<file path="src/rtl/data_memory_stream.sv">
// data_memory_stream: ASIP data memory with a random-access port
// and a burst read engine streaming a contiguous range over valid/ready.
module data_memory_stream #(
  parameter int DATA_WIDTH = 8,
  parameter int ADDR_WIDTH = 8
) (
  input  logic                  CLK,
  input  logic                  RST,
  input  logic                  Memory_write,
  input  logic [ADDR_WIDTH-1:0] Address_in,
  input  logic [DATA_WIDTH-1:0] Data_in,
  output logic [DATA_WIDTH-1:0] Data_out,
  input  logic                  Burst_start,
  input  logic [ADDR_WIDTH-1:0] Burst_addr,
  input  logic [ADDR_WIDTH:0]   Burst_len,
  output logic                  Burst_busy,
  output logic                  Stream_valid,
  input  logic                  Stream_ready,
  output logic [DATA_WIDTH-1:0] Stream_data,
  output logic                  Stream_last,
  output logic                  Burst_done
);

  localparam int DEPTH = 2 ** ADDR_WIDTH;
  localparam logic [ADDR_WIDTH:0] LEN_ZERO = '0;
  localparam logic [ADDR_WIDTH:0] LEN_ONE  = 1;
  localparam logic [ADDR_WIDTH-1:0] PTR_ONE = 1;

  typedef enum logic {
    IDLE = 1'b0,
    RUN  = 1'b1
  } state_t;

  logic [DATA_WIDTH-1:0] mem_q [DEPTH];
  logic [DATA_WIDTH-1:0] rdata_q;

  state_t                state_q, state_d;
  logic [ADDR_WIDTH-1:0] ptr_q, ptr_d;
  logic [ADDR_WIDTH:0]   rem_q, rem_d;
  logic                  valid_q, valid_d;
  logic [DATA_WIDTH-1:0] sdata_q, sdata_d;
  logic                  last_q, last_d;
  logic                  done_q, done_d;

  // Storage array: no reset, contents survive RST
  always_ff @(posedge CLK) begin
    if (Memory_write) begin
      mem_q[Address_in] <= Data_in;
    end
  end

  // Random-access read, read-before-write on same address
  always_ff @(posedge CLK) begin
    if (RST) begin
      rdata_q <= '0;
    end else begin
      rdata_q <= mem_q[Address_in];
    end
  end

  // Burst engine registers
  always_ff @(posedge CLK) begin
    if (RST) begin
      state_q <= IDLE;
      ptr_q   <= '0;
      rem_q   <= '0;
      valid_q <= 1'b0;
      sdata_q <= '0;
      last_q  <= 1'b0;
      done_q  <= 1'b0;
    end else begin
      state_q <= state_d;
      ptr_q   <= ptr_d;
      rem_q   <= rem_d;
      valid_q <= valid_d;
      sdata_q <= sdata_d;
      last_q  <= last_d;
      done_q  <= done_d;
    end
  end

  // Burst next state: load a word whenever the output slot is free
  always_comb begin
    state_d = state_q;
    ptr_d   = ptr_q;
    rem_d   = rem_q;
    valid_d = valid_q;
    sdata_d = sdata_q;
    last_d  = last_q;
    done_d  = 1'b0;
    unique case (state_q)
      IDLE: begin
        if (Burst_start) begin
          if (Burst_len != LEN_ZERO) begin
            sdata_d = mem_q[Burst_addr];
            valid_d = 1'b1;
            last_d  = (Burst_len == LEN_ONE);
            ptr_d   = Burst_addr + PTR_ONE;
            rem_d   = Burst_len - LEN_ONE;
            state_d = RUN;
          end else begin
            done_d = 1'b1;
          end
        end
      end
      RUN: begin
        if (!valid_q || Stream_ready) begin
          if (rem_q != LEN_ZERO) begin
            sdata_d = mem_q[ptr_q];
            valid_d = 1'b1;
            last_d  = (rem_q == LEN_ONE);
            ptr_d   = ptr_q + PTR_ONE;
            rem_d   = rem_q - LEN_ONE;
          end else begin
            valid_d = 1'b0;
            last_d  = 1'b0;
            done_d  = 1'b1;
            state_d = IDLE;
          end
        end
      end
      default: state_d = IDLE;
    endcase
  end

  assign Data_out     = rdata_q;
  assign Burst_busy   = (state_q == RUN);
  assign Stream_valid = valid_q;
  assign Stream_data  = sdata_q;
  assign Stream_last  = last_q;
  assign Burst_done   = done_q;

endmodule

</file>
<file path="config.mk">
export PLATFORM = sky130hd
export DESIGN_NAME = data_memory_stream
export DESIGN_NICKNAME = d
export VERILOG_FILES = /design/src/rtl/data_memory_stream.sv
export SDC_FILE = /design/constraint.sdc
export NUM_CORES = 2
export LEC_CHECK = 0
export CAP_MARGIN = 10
export CORE_MARGIN = 4
export CORE_UTILIZATION = 40
export DETAILED_ROUTE_END_ITERATION = 8
export SLEW_MARGIN = 20
export SYNTH_ARGS = -nofsm -noshare
export SYNTH_HDL_FRONTEND = slang
export SYNTH_SLANG_ARGS = --single-unit
</file>
<file path="constraint.sdc">
create_clock -name CLK -period 11.4 [get_ports CLK]
set_input_delay 3.42 -clock CLK [delete_from_list [all_inputs] [get_ports CLK]]
set_output_delay 3.42 -clock CLK [all_outputs]
set_load 0.01 [all_outputs]
</file>
== Word-level counts from Yosys, hierarchy flattened ==
Memories as Yosys holds them, arrays and structs flattened. A register that Yosys moved wholly into a read port is not among the register bits.
Cells that the tools add are included.

* Register bits: 29
* RAM bits: 2048
* Bits of input ports: 38
* Output and inout port bits: 20
* Word-level logic and storage cells: 63
* Memories: 1

{| class="wikitable"
|+ Memories
! memory !! words !! bits a word !! rd ports !! clocked after memory_dff !! wr ports !! RTL line !! text
|-
| mem_q || 256 || 8 || 3 || 2 || 1 || 34 || <nowiki>logic [DATA_WIDTH-1:0] mem_q [DEPTH];</nowiki>
|}

* Add/subtract/negate cells: 4
* Equality and inequality tests: 6
* Multiplexer cells: 38
* Bitwise operators: 1
* Reductions and logical operators: 6

{| class="wikitable"
|+ Operators by type and width
! cell !! number
|-
| $mux 8 || 10
|-
| $mux 9 || 4
|-
| $pmux 8 s2 || 2
|-
| $eq 9x1->1 const B || 2
|-
| $pmux 9 s2 || 1
|-
| $reduce_bool 9->1 || 2
|-
| $sub 9x1->9 const B || 2
|-
| $mux 1 || 17
|-
| $add 8x1->8 const B || 2
|-
| $pmux 1 s2 || 4
|-
| $ne 2x1->1 const B || 2
|-
| $ne 2x2->1 const B || 2
|-
| $reduce_and 4->1 || 1
|-
| $reduce_and 3->1 || 1
|-
| $logic_not 1->1 || 1
|-
| $logic_or 1x1->1 || 1
|-
| $not 1->1 || 1
|}

== Logic depth before layout (Yosys ltp) ==
* Depth after elaboration: 6
* Depth in mapped cells: 13
* Depth with buffers taken out: 9

== Worst setup path before layout ==
Ideal clock, no wire load.

* Kind: input-to-reg
* From: input Address_in[2]
* To: memory mem_q[68][0], enable pin
* Setup time: 0.370 ns
* Arrival: 5.745 ns
* Data required time: 11.030 ns
* Slack: 5.285 ns
* Cell stages on the path: 9
* Buffers on the path: 6
* Cell sequence: buf_2 > buf_2 > buf_2 > buf_2 > nor2b_1 > clkbuf_1 > nand3_1 > clkbuf_1 > nor2_1

{| class="wikitable"
|+ RTL lines
! element !! RTL line !! text
|-
| from (decl) || 10 || <nowiki>input logic [ADDR_WIDTH-1:0] Address_in,</nowiki>
|-
| to (decl) || 34 ||
|}

No word-level cell before the write port.

== Worst setup path after layout ==
* From: input Burst_addr[4]
* To: register sdata_q[5], in the netlist Stream_data[5]

* Cells in the longest elaborated chain, start to end: 4

{| class="wikitable"
|+ Ends and longest elaborated chain
! element !! RTL line !! text
|-
| from (decl) || 14 || <nowiki>input logic [ADDR_WIDTH-1:0] Burst_addr,</nowiki>
|-
| $mem_v2 256x8 || - ||
|-
| $mux 8 || 94 || <nowiki>if (Burst_len != LEN_ZERO) begin</nowiki>
|-
| $mux 8 || 93 || <nowiki>if (Burst_start) begin</nowiki>
|-
| $pmux 8 s2 || 91 || <nowiki>unique case (state_q)</nowiki>
|-
| to (signal assigned) || 76 || <nowiki>sdata_q <= sdata_d;</nowiki>
|-
| to (decl) || 41 || <nowiki>logic [DATA_WIDTH-1:0] sdata_q, sdata_d;</nowiki>
|}

No other way between the ends. The select of a mux whose other input is x is not followed.
A chain may end at the register's enable or synchronous reset.

==> results_dict.tcl <==
set metrics [dict create \
    clock-sinks 2093 \
    cp-end-kind "flop" \
    finalCritPeriodShare_pct 71.6 \
    p_per_area_nw_per_um2 152 \
    synth_edf_count 2048 \
    synth_nets 6704 \
    fin_skew_ns 0.0796 \
    h-tree-depth 4 \
    setup.worst_path.class "in -> reg" \
    cap_violations 0 \
    layout-drive-gt1-share_pct 30.7 \
    p_sw_share_pct 27.8 \
    start_util_pct 40.2 \
    dp_hpwl_um 302000 \
    ys_ff_latch 2093 \
    post_cts_buffers 0 \
    fin_ws_ns 3.24 \
    ys_warn_count 0 \
    drc 0 \
    relSlewSlack_pct 9.58 \
    rows 196 \
    ir_worst_vdd_uv 131 \
    synth_cell_type_count 68 \
    grt_pass1_wl_um 619000 \
    pwr-share-comb_pct 16.6 \
    vias 77300 \
    cp.arrival_ns 9.04 \
    grt_pass1_vias 73500 \
    required_ns 12.27 \
    synth-compound-area-share_pct 6.55 \
    tightestPinTransition_ns 1.35 \
    status "completed" \
    synth_top_family_by_area "multiplexers" \
    clkPwrFrac_pct 38.9 \
    fin_nets 6614 \
    grtUsageTotal_pct 30.1 \
    start_kind "primary input" \
    clk_pin_slew_ns 0.06 \
    cts_tree "done" \
    fin_crit_ns 8.16 \
    rrSetupSlack_ns 5.91 \
    syn_avg_cell_area_um2 17.2 \
    cp_max_fo 21 \
    holdWs_ns 0.466 \
    async_reset_ff_share_pct 0 \
    synth_top_flop_cell "edfxtp_1" \
    ant_nets 0 \
    yosys.area_share.simple_pct 3.08 \
    grt_max_degree 122 \
    n_fill_cell 24400 \
    max_freq_ghz 0.122 \
    synthXorXnorAreaFrac_pct 0.0534 \
    pwr-share-seq_pct 44.5 \
    hp-class "reg -> reg" \
    setup_viol 0 \
    dp_slack_ns 2.86 \
    cts.repair.resized 0 \
    slew_viol_final 0 \
    antenna_found_initial 32 \
    cts_root_buf "clkbuf_16" \
    vias_per_cell 7.33 \
    yosysSeqAreaShare_pct 54.4 \
    postCtsHoldBufs 0 \
    firstDrtPassIters 8 \
    cts_buffer_depth 4 \
    yosys.area_share.adder_pct 0.0545 \
    io_buffers 57 \
    io_pins 58 \
    total_power_mw 19.3 \
    cts_made_buffers 227 \
    place_congestion 0.998 \
    hold_viol 0 \
    clk_latency_ns 0.95 \
    die_height_um 544 \
    die_w_um 544 \
    synth_area_um2 115000 \
    p_leak_nw 38.4 \
    intPower_mw 13.9 \
    grt_setup_unrepaired "false" \
    synth_cells 6661 \
    switchingPower_mw 5.37 \
    routed_wl_um 454000 \
    syn_to_final_growth_pct 10.5 \
    finalSetupTns_ns 0 \
    core_um2 285000 \
    synth_mux_area_share_pct 33.1 \
    utilization_pct 44.5 \
    drtIter0Drc 13500 \
    grt_overflow 0 \
    die_area_um2 295000 \
    wl_per_cell_um 43.1 \
]
## power by group through the flow
stage | Sequential (mW) | Combinational [mW] | Clock [mW]
2_1_floorplan | 8.67 | 1.88 | 0
6_report | 8.58 | 3.20 | 7.51
3_3_place_gp | 8.73 | 3.07 | 0
3_5_place_dp | 8.73 | 3.09 | 0
5_1_grt | 8.57 | 3.23 | 7.83
4_1_cts | 8.57 | 3.10 | 7.52
## path summary, 6_finish.rpt
kind | cells past startpoint | startpoint | end
min | 2 | rem_q[1] | rem_q[1]
max reg2reg | 9 | flop | Stream_data[2]
min reg2reg | 2 | rem_q[1] | rem_q[1]
max | 10 | Burst_addr[4] | Stream_data[5]
## flip-flops by register name (all words and copies together), names as in the netlist, 8 cells and up, named ones only
register and flops:
ptr_q 8, rem_q 9, Stream_data 8, mem_q 2048
Data_out 8
## final cells by class
cell class              count  area [um2]  share of cell area, %
flip-flops and latches   2093       62400                   49.2
multi-input cells        3922       49400                   38.9
clock buffers             279        5990                   4.72
well taps                3762        4710                   3.71
repair buffers            306        2820                   2.22
clock inverters           132        1330                   1.05
inverters                  21        92.6                 0.0730
diodes                     25        62.6                 0.0493
## cells in the mapped netlist (6+ instances only)
library cell / count / share of area, %
o21ai_0: 112 / 0.49
or4_1: 9 / 0.059
a211oi_1: 23 / 0.15
o31ai_1: 6 / 0.039
nor2_1: 326 / 1.1
o22ai_1: 175 / 0.95
o22a_1: 10 / 0.076
a22o_1: 12 / 0.092
nand2_1: 163 / 0.53
mux4_2: 1380 / 27
a21oi_1: 201 / 0.88
buf_4: 133 / 0.87
nor3_1: 84 / 0.37
nor2b_1: 23 / 0.13
nand3_1: 61 / 0.27
mux2i_1: 674 / 5.9
edfxtp_1: 2048 / 54
nand4_1: 19 / 0.10
o211ai_1: 16 / 0.10
buf_2: 114 / 0.50
and2_1: 15 / 0.082
a211o_1: 6 / 0.046
a2111oi_0: 7 / 0.053
or3_1: 12 / 0.065
inv_1: 19 / 0.062
a22oi_1: 105 / 0.69
o221ai_1: 309 / 2.4
buf_1: 63 / 0.21
a31oi_1: 13 / 0.071
nand2b_1: 14 / 0.076
o32ai_1: 16 / 0.12
nor4_1: 24 / 0.13
a221oi_1: 19 / 0.15
mux2_2: 10 / 0.098
clkbuf_1: 294 / 0.96
buf_6: 21 / 0.21
dfxtp_1: 45 / 0.79
## critical path, cell delays in order
cell and delay (ns):
clkdlybuf4s50_1 0.40, buf_4 0.27, inv_1 0.97, nand2_1 0.90
a221oi_1 1.23, a2111oi_0 0.30, buf_4 0.24, a21oi_1 0.76
a41oi_1 0.21, and4b_1 0.28
## layer usage
layer  track usage [%]  routed length (um)  vias to the layer above
met5             0.195                 135                        -
met4              17.9               33000                       10
met3              9.52               61900                     1280
met2              44.2              199000                     6394
met1              39.3              159000                    40600
li1                  -                   -                    29000
## cells in the final DEF (no fill, tap or decap), types with 44 or more instances in the layout
master     count
o22ai_1      174
nor2_1       281
clkinv_1      48
nand2_1      161
nor3_1        80
a21oi_1      200
mux2i_1      674
o21ai_0      103
o221ai_1     309
nor2_2        44
a22oi_1      105
mux4_2      1380
clkbuf_1      44
nand3_1       49
clkbuf_16    230
edfxtp_1    2048
buf_4        221
## stage by stage
stage | instances | cell area (um2)
global route | 10500 | 127000
global placement | 10100 | 119000
CTS | 10500 | 127000
detailed placement | 10100 | 119000
finish | 10500 | 127000
floorplan | 6661 | 115000
## cell families after synthesis
family,after synthesis
buffers and inverters,646
xor gates and xnor gates,7
muxes,2064
DFF,2093
and+or+nand+nor,779
AOI/OAI and AO/OA,1067
adders and majority gates,5
No activity file was read; power rests on OpenSTA's default activity.
